[src/rtl/encdec_apb_job_driver.sv]
// APB initiator for the EncDec register block: takes one job, writes DATA_IN, CODEWORD_WIDTH,
// NOISE and CTRL over APB, then waits for operation_done (or a timeout) and returns one response.
module encdec_apb_job_driver #(
    parameter int AMBA_ADDR_WIDTH = 20,
    parameter int AMBA_WORD       = 32,
    parameter int DATA_WIDTH      = 32,
    parameter int BASE_ADDR       = 0,
    parameter int TIMEOUT_CYCLES  = 1024
) (
    input  logic                       clk,
    input  logic                       rst,
    input  logic                       job_valid,
    output logic                       job_ready,
    input  logic [1:0]                 job_ctrl,
    input  logic [AMBA_WORD-1:0]       job_data,
    input  logic [1:0]                 job_width,
    input  logic [AMBA_WORD-1:0]       job_noise,
    output logic [AMBA_ADDR_WIDTH-1:0] PADDR,
    output logic                       PSEL,
    output logic                       PENABLE,
    output logic                       PWRITE,
    output logic [AMBA_WORD-1:0]       PWDATA,
    input  logic                       operation_done,
    input  logic [DATA_WIDTH-1:0]      data_out,
    input  logic [1:0]                 num_of_errors,
    output logic                       rsp_valid,
    output logic [DATA_WIDTH-1:0]      rsp_data,
    output logic [1:0]                 rsp_nof,
    output logic                       rsp_timeout
);

    localparam logic [2:0] ST_IDLE   = 3'd0;
    localparam logic [2:0] ST_SETUP  = 3'd1;
    localparam logic [2:0] ST_ACCESS = 3'd2;
    localparam logic [2:0] ST_WAIT   = 3'd3;
    localparam logic [2:0] ST_RESP   = 3'd4;

    localparam int CW = $clog2(TIMEOUT_CYCLES) + 1;
    localparam logic [CW-1:0] CNT_LAST = CW'(TIMEOUT_CYCLES - 1);

    localparam logic [AMBA_ADDR_WIDTH-1:0] ADDR_CTRL  = AMBA_ADDR_WIDTH'(BASE_ADDR + 32'h0);
    localparam logic [AMBA_ADDR_WIDTH-1:0] ADDR_DATA  = AMBA_ADDR_WIDTH'(BASE_ADDR + 32'h4);
    localparam logic [AMBA_ADDR_WIDTH-1:0] ADDR_WIDTH = AMBA_ADDR_WIDTH'(BASE_ADDR + 32'h8);
    localparam logic [AMBA_ADDR_WIDTH-1:0] ADDR_NOISE = AMBA_ADDR_WIDTH'(BASE_ADDR + 32'hC);

    logic [2:0]                 state_q, state_d;
    logic [1:0]                 idx_q, idx_d;
    logic [CW-1:0]              cnt_q, cnt_d;
    logic [1:0]                 ctrl_q, ctrl_d;
    logic [AMBA_WORD-1:0]       data_q, data_d;
    logic [1:0]                 width_q, width_d;
    logic [AMBA_WORD-1:0]       noise_q, noise_d;
    logic                       psel_q, psel_d;
    logic                       penable_q, penable_d;
    logic                       pwrite_q, pwrite_d;
    logic [AMBA_ADDR_WIDTH-1:0] paddr_q, paddr_d;
    logic [AMBA_WORD-1:0]       pwdata_q, pwdata_d;
    logic                       job_ready_q, job_ready_d;
    logic                       rsp_valid_q, rsp_valid_d;
    logic [DATA_WIDTH-1:0]      rsp_data_q, rsp_data_d;
    logic [1:0]                 rsp_nof_q, rsp_nof_d;
    logic                       rsp_timeout_q, rsp_timeout_d;

    // CTRL goes last: writing it starts the slave operation.
    function automatic logic [AMBA_ADDR_WIDTH-1:0] reg_addr(input logic [1:0] idx);
        case (idx)
            2'd0:    reg_addr = ADDR_DATA;
            2'd1:    reg_addr = ADDR_WIDTH;
            2'd2:    reg_addr = ADDR_NOISE;
            default: reg_addr = ADDR_CTRL;
        endcase
    endfunction

    function automatic logic [AMBA_WORD-1:0] reg_wdata(input logic [1:0] idx, input logic [1:0] ctrl,
                                                      input logic [AMBA_WORD-1:0] data, input logic [1:0] width,
                                                      input logic [AMBA_WORD-1:0] noise);
        case (idx)
            2'd0:    reg_wdata = data;
            2'd1:    reg_wdata = AMBA_WORD'(width);
            2'd2:    reg_wdata = noise;
            default: reg_wdata = AMBA_WORD'(ctrl);
        endcase
    endfunction

    // Next-state, APB bus and response computation.
    always_comb begin
        state_d       = state_q;
        idx_d         = idx_q;
        cnt_d         = cnt_q;
        ctrl_d        = ctrl_q;
        data_d        = data_q;
        width_d       = width_q;
        noise_d       = noise_q;
        psel_d        = 1'b0;
        penable_d     = 1'b0;
        pwrite_d      = 1'b0;
        paddr_d       = '0;
        pwdata_d      = '0;
        rsp_valid_d   = 1'b0;
        rsp_data_d    = rsp_data_q;
        rsp_nof_d     = rsp_nof_q;
        rsp_timeout_d = rsp_timeout_q;
        case (state_q)
            ST_IDLE: begin
                if (job_valid && job_ready_q) begin
                    ctrl_d   = job_ctrl;
                    data_d   = job_data;
                    width_d  = job_width;
                    noise_d  = job_noise;
                    idx_d    = 2'd0;
                    state_d  = ST_SETUP;
                    psel_d   = 1'b1;
                    pwrite_d = 1'b1;
                    paddr_d  = reg_addr(2'd0);
                    pwdata_d = reg_wdata(2'd0, job_ctrl, job_data, job_width, job_noise);
                end else begin
                    state_d = ST_IDLE;
                end
            end
            ST_SETUP: begin
                state_d   = ST_ACCESS;
                psel_d    = 1'b1;
                penable_d = 1'b1;
                pwrite_d  = 1'b1;
                paddr_d   = paddr_q;
                pwdata_d  = pwdata_q;
            end
            ST_ACCESS: begin
                if (idx_q == 2'd3) begin
                    state_d = ST_WAIT;
                    cnt_d   = '0;
                end else begin
                    idx_d    = idx_q + 2'd1;
                    state_d  = ST_SETUP;
                    psel_d   = 1'b1;
                    pwrite_d = 1'b1;
                    paddr_d  = reg_addr(idx_q + 2'd1);
                    pwdata_d = reg_wdata(idx_q + 2'd1, ctrl_q, data_q, width_q, noise_q);
                end
            end
            ST_WAIT: begin
                // Done is checked first so it wins on the timeout edge.
                if (operation_done) begin
                    state_d       = ST_RESP;
                    rsp_valid_d   = 1'b1;
                    rsp_data_d    = data_out;
                    rsp_nof_d     = num_of_errors;
                    rsp_timeout_d = 1'b0;
                end else if (cnt_q == CNT_LAST) begin
                    state_d       = ST_RESP;
                    rsp_valid_d   = 1'b1;
                    rsp_data_d    = '0;
                    rsp_nof_d     = 2'd0;
                    rsp_timeout_d = 1'b1;
                end else begin
                    cnt_d = cnt_q + CW'(1);
                end
            end
            ST_RESP: begin
                state_d = ST_IDLE;
            end
            default: begin
                state_d = ST_IDLE;
            end
        endcase
        job_ready_d = (state_d == ST_IDLE);
    end

    // State and registered outputs; reset clears the bus immediately.
    always_ff @(posedge clk or posedge rst) begin
        if (rst) begin
            state_q       <= ST_IDLE;
            idx_q         <= 2'd0;
            cnt_q         <= '0;
            ctrl_q        <= 2'd0;
            data_q        <= '0;
            width_q       <= 2'd0;
            noise_q       <= '0;
            psel_q        <= 1'b0;
            penable_q     <= 1'b0;
            pwrite_q      <= 1'b0;
            paddr_q       <= '0;
            pwdata_q      <= '0;
            job_ready_q   <= 1'b0;
            rsp_valid_q   <= 1'b0;
            rsp_data_q    <= '0;
            rsp_nof_q     <= 2'd0;
            rsp_timeout_q <= 1'b0;
        end else begin
            state_q       <= state_d;
            idx_q         <= idx_d;
            cnt_q         <= cnt_d;
            ctrl_q        <= ctrl_d;
            data_q        <= data_d;
            width_q       <= width_d;
            noise_q       <= noise_d;
            psel_q        <= psel_d;
            penable_q     <= penable_d;
            pwrite_q      <= pwrite_d;
            paddr_q       <= paddr_d;
            pwdata_q      <= pwdata_d;
            job_ready_q   <= job_ready_d;
            rsp_valid_q   <= rsp_valid_d;
            rsp_data_q    <= rsp_data_d;
            rsp_nof_q     <= rsp_nof_d;
            rsp_timeout_q <= rsp_timeout_d;
        end
    end

    assign job_ready   = job_ready_q;
    assign PSEL        = psel_q;
    assign PENABLE     = penable_q;
    assign PWRITE      = pwrite_q;
    assign PADDR       = paddr_q;
    assign PWDATA      = pwdata_q;
    assign rsp_valid   = rsp_valid_q;
    assign rsp_data    = rsp_data_q;
    assign rsp_nof     = rsp_nof_q;
    assign rsp_timeout = rsp_timeout_q;

endmodule

[config.mk]
export PLATFORM = sky130hd
export DESIGN_NAME = encdec_apb_job_driver
export DESIGN_NICKNAME = d
export VERILOG_FILES = /design/src/rtl/encdec_apb_job_driver.sv
export SDC_FILE = /design/constraint.sdc
export NUM_CORES = 1
export LEC_CHECK = 0
export BUFFER_PORTS_ARGS = -buffer_cell sky130_fd_sc_hd__buf_4
export CORE_MARGIN = 8
export CORE_UTILIZATION = 30
export CTS_CLUSTER_SIZE = 12
export DETAILED_ROUTE_END_ITERATION = 10
export SYNTH_ARGS = -nofsm -noshare
export SYNTH_HDL_FRONTEND = slang
export SYNTH_SLANG_ARGS = --single-unit
[constraint.sdc]
create_clock -name clk -period 4.6 [get_ports clk]
set_input_delay 0 -clock clk [delete_from_list [all_inputs] [get_ports clk]]
set_output_delay 0 -clock clk [all_outputs]
set_load 0.01 [all_outputs]
==> results.py, run 1 <==
metrics = {
    "global_route": {
        "grt_pass1_vias": 5452,
        "grt_overflow": 0,
        "grt_use_total_pct": 14.2,
        "grt_pass1_wl_um": 30300,
        "grt_max_degree": 66,
        "grt_antenna_before_repair": 2,
    },
    "sta": {
        "whs_ps": 158,
        "setup_tns_ps": 0,
        "grt_setup_unrepaired": "false",
        "worst_pin_slew_ps": 1100,
        "clock.fmax_mhz": 377,
        "maxSlewHeadroom_pct": 26.5,
        "finClkSkew_ps": 9.12,
        "layout_worst_path_cycle_share_pct": 57.7,
        "setup_viol": 0,
        "hold_violations": 0,
        "min_period_ps": 2650,
        "worst_slack_ps": 1950,
        "drv_slew": 0,
    },
    "die": {
        "die_w_um": 164,
        "rows": 54,
        "ioPinCount": 198,
        "die-area_sq_mm": 0.0270,
        "start_util_pct": 30.4,
        "die_h_um": 164,
        "core_sq_mm": 0.0218,
    },
    "power_and_ir_drop": {
        "total_leakage_power_nw": 4.51,
        "p_total_mw": 5.91,
        "power_density_mw_per_mm2": 602,
        "peakVddDrop_uv": 289,
    },
    "synthesis": {
        "yosysWarnings": 0,
        "yosysUniqueCellTypes": 42,
        "syn_avg_cell_area_sq_um": 13.1,
        "syn-cell-area_sq_mm": 0.00661,
        "synth-edff-count": 0,
        "synth_largest_area_cell": "dfrtp_1",
        "synthCells": 504,
        "synthTopCellsByArea": "dfrtp_1, mux2_2, a22oi_1",
        "synth_top_area_share_pct": 59.4,
        "synth_flop_cell": "dfrtp_1",
        "ys_ff_latch": 157,
        "ys_seq_area_share_pct": 59.4,
        "ys_async_sr_fraction_pct": 100,
        "synth.most_common_cell": "dfrtp_1",
        "netlist_top_cells_count": "dfrtp_1, a22oi_1, mux2_2",
    },
    "route": {
        "routed_via_density": 4.79,
        "drc_errors": 0,
        "wire_per_inst_um": 17.6,
        "vias": 5144,
        "drt_iter0_markers": 300,
        "drt_pass1_iterations": 4,
        "ant_nets": 0,
        "wl_um": 18900,
    },
    "cts": {
        "clk_pin_slew_ps": 60,
        "insertion_delay_ps": 420,
        "cts_setup_buffers": 0,
        "cts.sinks": 157,
        "cts_tree": "yes",
        "htreeDepth": 4,
        "clockBufferDepth": 2,
        "cts_buffers": 17,
        "cts_root_buffer": "clkbuf_16",
    },
    "worst_setup_path": {
        "critPathRequiredTime_ps": 4900,
        "worstPathMaxFanout": 41,
        "path_class": "register to register",
        "end_kind": "register",
        "cp.arrival_ps": 2950,
        "start_kind": "register",
    },
    "layout": {
        "drive_above_1_share_pct": 34.7,
        "stdcell_count": 1075,
        "finalInstanceArea_sq_mm": 0.00982,
        "syn_to_final_growth_pct": 48.6,
        "final_core_util_pct": 45.2,
        "nets": 892,
    },
    "hold_path": {
        "min_path_type": "primary input to register",
    },
    "placed_design": {
        "hpwlAfterDp_um": 12400,
        "dp.cells": 937,
        "place_area_sq_mm": 0.00814,
        "pre_cts_ws_ps": 1940,
        "place.gp.congestion": 0.737,
        "port_buffers": 179,
    },
    "flow_run": {
        "drv_cap": 0,
    },
    "outcome": {
        "status": "completed",
    },
}
-- cell families (layout without fill, tap and decap cells) --
family	Yosys count	in the layout	share of synthesized area, %
and+or+nand+nor	50	50	4.81
xor gates and xnor gates	2	2	0.265
adders and majority gates	6	6	1.14
muxes	71	71	12.1
buffers and inverters	64	336	5.49
other	1	20	0.0567
DFF	157	157	59.4
AOI/OAI and AO/OA	153	153	16.8
-- what timing repair did --
item / in CTS / in global routing
hold endpoints to repair: 198 / 0
resized for setup: 0 / 0
hold buffers: 104 / 0
-- sequential cells by signal, indices dropped and copies added (netlist names), 2 cells and up --
signal    count
PWDATA       32
state_q       3
rsp_nof       2
ctrl_q        2
cnt_q        11
rsp_data     32
PADDR         2
width_q       2
data_q       32
idx_q         2
noise_q      32
-- final timing paths --
check | slack [ps] | depth (start not counted) | to | from
max | 1950 | 4 | data_q[21] | state_q[1]
min | 160 | 5 | PADDR[2] | job_valid
max reg2reg | 1950 | 4 | data_q[21] | state_q[1]
min reg2reg | 490 | 1 | noise_q[23] | noise_q[23]
max in group asynchronous | 3290 | 4 | PWDATA[14] | rst
min in group asynchronous | 230 | 3 | rsp_data[2] | rst
-- critical path: stages, from the launching register on --
cell and delay (ps):
dfrtp_1 500, nand4bb_1 320, nor2_4 870, buf_4 450
mux2_2 380
-- per-layer routing --
layer | track usage (%) | up-vias | wire length, um
li1 | - | 2397 | -
met1 | 17.4 | 2574 | 8020
met2 | 23.9 | 143 | 9680
met3 | 3.17 | 30 | 826
met4 | 5.73 | 0 | 416
met5 | 0 | - | 0
-- power breakdown --
group / switching (mW) / internal (mW)
logic: 0.946 / 1.10
clock network: 0.552 / 0.949
registers: 0.380 / 1.99
-- cells in the final DEF (no fill, tap or decap), drive strengths merged, types with 3 or more instances in the layout --
| master | instances |
|---|---|
| dlygate4sd3 | 104 |
| a222oi | 4 |
| o211ai | 4 |
| nor2 | 11 |
| bufinv | 4 |
| or3 | 3 |
| nand2 | 9 |
| clkinv | 5 |
| ha | 6 |
| a21oi | 3 |
| o31ai | 4 |
| dfrtp | 157 |
| mux2 | 69 |
| conb | 18 |
| buf | 190 |
| and3 | 3 |
| nor3 | 4 |
| a22o | 36 |
| a22oi | 60 |
| o21ai | 38 |
| nand2b | 3 |
| inv | 10 |
| nand3 | 5 |
| clkbuf | 21 |
-- cell type report --
| type | instances | area (sq um) |
|---|---|---|
| sequential | 157 | 3930 |
| antenna | 2 | 5.00 |
| inverter | 10 | 42.5 |
| clock buffer | 21 | 470 |
| fill | 1958 | 11900 |
| tap | 280 | 350 |
| multi-input combinational | 300 | 2390 |
| timing repair buffer | 294 | 2470 |
| clock inverter | 11 | 164 |
No activity file was read; power rests on OpenSTA's default activity.
==> inputs of run 2 (changes only) <==
clock period = 2.7 ns   (was 4.6 ns; I/O delays follow)
==> run 2 against run 1 <==
Net effect: clock skew hardly changed; sequential power is 70% higher; clock power is 73% higher; global-route usage is 0.54 points lower; sequential cell count stayed put; clock-buffer cell count is 2 lower; critical path depth stayed put; routed wire length is 2.7% lower; register-to-register slack worse by 1100 ps; worst hold slack hardly changed; sequential share of layout area is 0.17 points lower; highest routed layer unchanged; combinational power is 72% higher; largest power group unchanged; critical path type unchanged.
==> results.py, run 2 (synthesis gave the netlist of run 1 again) <==
metrics = {
    "global_route": {
        "use_met2_pct": 23.6,
        "met1_usage_pct": 16.6,
        "grt_overflow": 0,
        "grt_busiest_layer": "met2",
        "grt_pass1_wl_um": 29000,
        "grt_pass1_vias": 5392,
        "grt_antenna_before_repair": 0,
        "grt_use_met3_pct": 2.99,
        "grt_use_total_pct": 13.7,
        "grt_max_degree": 91,
    },
    "worst_setup_path": {
        "end_kind": "register",
        "cp.arrival_ps": 2170,
        "start_kind": "register",
        "path_class": "register to register",
        "critPathRequiredTime_ps": 3000,
        "path_cells": "nand4bb_1, nor2_4, buf_4, mux2_2",
        "cp_slowest_cell": "dfrtp_1",
        "crit_path_max_incr_delay_ps": 500,
        "worstRegToRegCells": 4,
        "worstPathMaxFanout": 35,
    },
    "route": {
        "ant_nets": 0,
        "drt_iter0_markers": 428,
        "wl_um": 18400,
        "routed_via_density": 4.75,
        "drt_pass1_iterations": 4,
        "vias": 5100,
        "wire_per_inst_um": 17.2,
        "drc_errors": 0,
    },
    "placed_design": {
        "pre_cts_ws_ps": 833,
        "place_area_sq_mm": 0.00819,
        "hpwlAfterDp_um": 12100,
        "port_buffers": 179,
        "place.gp.congestion": 0.727,
    },
    "die": {
        "start_util_pct": 30.4,
        "core_sq_mm": 0.0218,
        "ioPinCount": 198,
        "rows": 54,
        "die-area_sq_mm": 0.0270,
        "die_w_um": 164,
        "die_h_um": 164,
    },
    "cts": {
        "cts_tree": "yes",
        "post_cts_resized": 0,
        "htreeDepth": 4,
        "clockBufferDepth": 2,
        "cts.sinks": 157,
        "clk_pin_slew_ps": 60,
        "cts_buffers": 17,
        "insertion_delay_ps": 410,
        "cts_setup_buffers": 0,
        "cts_root_buffer": "clkbuf_16",
    },
    "outcome": {
        "status": "completed",
    },
    "layout": {
        "layout_common_cells": "buf_4, dfrtp_1, dlygate4sd3_1",
        "num-fill-cells": 1974,
        "drive_above_1_share_pct": 34.8,
        "antenna_cells": 0,
        "syn_to_final_growth_pct": 49.2,
        "nets": 893,
        "layout_commonest_cell": "buf_4",
        "finalInstanceArea_sq_mm": 0.00986,
    },
    "sta": {
        "maxSlewHeadroom_pct": 59.0,
        "setup_tns_ps": 0,
        "drv_slew": 0,
        "setup_viol": 0,
        "layout_worst_path_cycle_share_pct": 69.3,
        "worst_slack_ps": 828,
        "whs_ps": 157,
        "worst_pin_slew_ps": 612,
        "finClkSkew_ps": 9.29,
        "min_period_ps": 1870,
        "clock.fmax_mhz": 534,
        "hold_violations": 0,
        "grt_setup_unrepaired": "false",
    },
    "flow_run": {
        "drv_cap": 0,
    },
    "power_and_ir_drop": {
        "power_density_mw_per_mm2": 1030,
        "p_total_mw": 10.1,
        "total_leakage_power_nw": 4.53,
        "peakVddDrop_uv": 422,
    },
    "hold_path": {
        "min_path_type": "primary input to register",
        "holdPathStages": 5,
    },
}
[run 2: area by class of cell]
class	instances	area, sq um	area share, %
flip-flops and latches	157	3930	39.8
clock buffers	19	453	4.59
repair buffers	295	2510	25.5
well taps	280	350	3.55
inverters	10	41.3	0.419
clock inverters	12	184	1.86
multi-input cells	300	2390	24.3
[run 2: worst paths after layout]
path                                end   startpoint  slack (ps)
min reg2reg                 noise_q[23]  noise_q[23]         490
max in group asynchronous     ctrl_q[1]          rst        1990
max                          data_q[13]   state_q[1]         830
max reg2reg                  data_q[13]   state_q[1]         830
min in group asynchronous  rsp_data[28]          rst         250
min                            PADDR[2]    job_valid         160
[run 2: what timing repair did]
action | in CTS | in global routing
endpoints found under the setup margin | 0 | 0
hold buffers | 104 | 0
endpoints found under the hold margin | 292 | 0
[run 2: metrics by stage]
step                      util, %  instances
final                        45.3       1073
after global routing         45.3       1073
after detailed placement     37.6        938
after global placement       37.6        938
after floorplan                 -        521
after CTS                    45.3       1073
[run 2: worst max-delay path: cells and delay by family (launching register included)]
family / cells / cell delay [ps]
buf+inv: 1 / 400
mux: 1 / 380
flops: 1 / 500
simple gates: 2 / 470
[run 2: routing by layer]
layer / vias up / wire (um)
met4: 0 / 265
met1: 2577 / 7640
met3: 15 / 739
li1: 2393 / -
met5: - / 0
met2: 115 / 9790
[run 2: report_power, final]
part	total [mW]	internal, mW	switching [mW]	leakage (nW)
combinational	3.50	1.89	1.61	2.24
sequential	4.02	3.39	0.627	1.97
clock	2.59	1.61	0.989	0.312
==> inputs of run 3 (changes only) <==
clock period = 1.9 ns   (was 2.7 ns; I/O delays follow)
==> run 3 against run 2 <==
Net effect: worst setup slack worse by 640 ps; critical endpoint is now rsp_data[0]; combinational power grew 47%; highest routed layer unchanged; die area did not move; final cell count rose by 1.2%; sequential power grew 41%; register-to-register slack worse by 640 ps.
==> results.py, run 3 (synthesis gave the netlist of run 1 again) <==
metrics = {
    "power_and_ir_drop": {
        "switching_share_pct": 32.1,
        "total_leakage_power_nw": 4.58,
        "seqPwrFrac_pct": 39.4,
        "peakVddDrop_uv": 554,
        "p_sw_mw": 4.62,
        "power.clock.fraction_pct": 24.9,
        "comb_power_share_pct": 35.7,
        "power_density_mw_per_mm2": 1450,
        "p_int_mw": 9.80,
    },
    "placed_design": {
        "dp.cells": 949,
        "place.gp.congestion": 0.731,
        "port_buffers": 179,
        "hpwlAfterDp_um": 12500,
        "place_area_sq_mm": 0.00831,
    },
    "hold_path": {
        "min_path_type": "primary input to asynchronous set/reset pin",
    },
    "global_route": {
        "grt_pass1_vias": 5479,
        "grt_antenna_before_repair": 1,
        "grt_pass1_wl_um": 29400,
        "grt_overflow": 0,
        "grt_max_degree": 75,
        "grt_use_total_pct": 13.9,
    },
    "die": {
        "die-area_sq_mm": 0.0270,
        "start_util_pct": 30.4,
        "ioPinCount": 198,
        "die_h_um": 164,
        "rows": 54,
        "core_sq_mm": 0.0218,
        "die_w_um": 164,
    },
    "cts": {
        "cts_setup_buffers": 0,
        "ctsHoldBuffers": 104,
        "cts_buffers": 17,
        "cts.sinks": 157,
        "cts_tree": "yes",
        "clockBufferDepth": 2,
        "insertion_delay_ps": 420,
        "post_cts_resized": 0,
        "htreeDepth": 4,
        "cts_root_buffer": "clkbuf_16",
        "clk_pin_slew_ps": 70,
    },
    "layout": {
        "layout_common_cells": "buf_4, dfrtp_1, dlygate4sd3_1",
        "finalInstanceArea_sq_mm": 0.00998,
        "num-fill-cells": 1935,
        "drive_above_1_share_pct": 35.8,
        "nets": 904,
        "seqCellArea_sq_mm": 0.00393,
        "multi_input_area_sq_mm": 0.00239,
        "stdcell_count": 1086,
        "syn_to_final_growth_pct": 50.9,
        "layout_commonest_cell": "buf_4",
    },
    "flow_run": {
        "drv_cap": 0,
    },
    "route": {
        "wire_per_inst_um": 17.2,
        "drt_pass1_iterations": 4,
        "drt_iter0_markers": 236,
        "ant_nets": 0,
        "vias": 5180,
        "routed_via_density": 4.77,
        "drc_errors": 0,
        "wl_um": 18600,
    },
    "worst_setup_path": {
        "worstPathMaxFanout": 31,
        "worstSetupStartpoint": "cnt_q[0]",
        "worstRegToRegCells": 6,
        "r2r_slack_ps": 190,
        "path_class": "register to register",
        "r2r_start": "cnt_q[0]",
        "end_kind": "register",
        "start_kind": "register",
        "cp.arrival_ps": 2010,
        "r2r-end": "rsp_data[0]",
        "critPathRequiredTime_ps": 2200,
    },
    "sta": {
        "layout_worst_path_cycle_share_pct": 90.2,
        "setup_viol": 0,
        "setup_tns_ps": 0,
        "clock.fmax_mhz": 583,
        "min_period_ps": 1710,
        "grt_setup_unrepaired": "false",
        "hold_violations": 0,
        "drv_slew": 0,
        "finClkSkew_ps": 10.4,
    },
    "outcome": {
        "status": "completed",
    },
}
[run 3: cell types whose count changed in the layout (fill, tap and decap cells not counted)]
cell | before | now
buf_12 | 3 | 6
buf_4 | 188 | 196
bufinv_16 | 4 | 3
clkbuf_8 | 2 | 3
clkinvlp_4 | 2 | 4
diode_2 | 0 | 1
inv_6 | 2 | 1
[run 3: critical path: stages, from the launching register on]
cell and delay (ps):
dfrtp_1 420, ha_1 210, nand3_1 210, nor3_4 220
o21ai_2 100, buf_12 170, a22o_1 250
[run 3: stage by stage]
stage / hold slack [ps] / total power [mW] / worst slack (ps) / utilization, %
finish: 157 / 14.4 / 186 / 45.9
global route: 178 / 15.3 / 42.5 / 45.9
CTS: 146 / 14.6 / 192 / 45.8
detailed placement: 47.2 / 10.8 / 212 / 38.2
global placement: 57.8 / 10.7 / 244 / 38.2
floorplan: 125 / 8.52 / -86.9 / -
[run 3: per-layer routing]
layer | vias up | global-route usage (%) | routed length (um)
met3 | 40 | 2.77 | 825
met5 | - | 0 | 0
li1 | 2410 | - | -
met2 | 140 | 23.3 | 9500
met4 | 0 | 8.03 | 704
met1 | 2590 | 16.5 | 7610
[run 3: power groups by stage]
| stage | Sequential, mW | Combinational (mW) | Clock [mW] |
|---|---|---|---|
| finish | 5.68 | 5.15 | 3.59 |
| detailed placement | 5.71 | 5.06 | 0 |
| global route | 5.87 | 5.61 | 3.82 |
| global placement | 5.70 | 4.96 | 0 |
| CTS | 5.68 | 5.23 | 3.68 |
| floorplan | 5.83 | 2.69 | 0 |
[run 3: how the worst max path moves through the flow]
stage | to | cells past startpoint
floorplan | PADDR[2] | 1
finish | rsp_data[0] | 6
detailed placement | PWDATA[10] | 5
global placement | cnt_q[5] | 5
CTS | PWDATA[10] | 5
global route | PWDATA[0] | 6
[run 3: cell type report]
class / count / share of cell area, %
Clock buffer: 20 / 4.68
Sequential cell: 157 / 39.4
Timing Repair Buffer: 306 / 26.4
Inverter: 10 / 0.414
Tap cell: 280 / 3.51
Clock inverter: 12 / 1.61
Antenna cell: 1 / 0.0251
Multi-Input combinational cell: 300 / 24.0
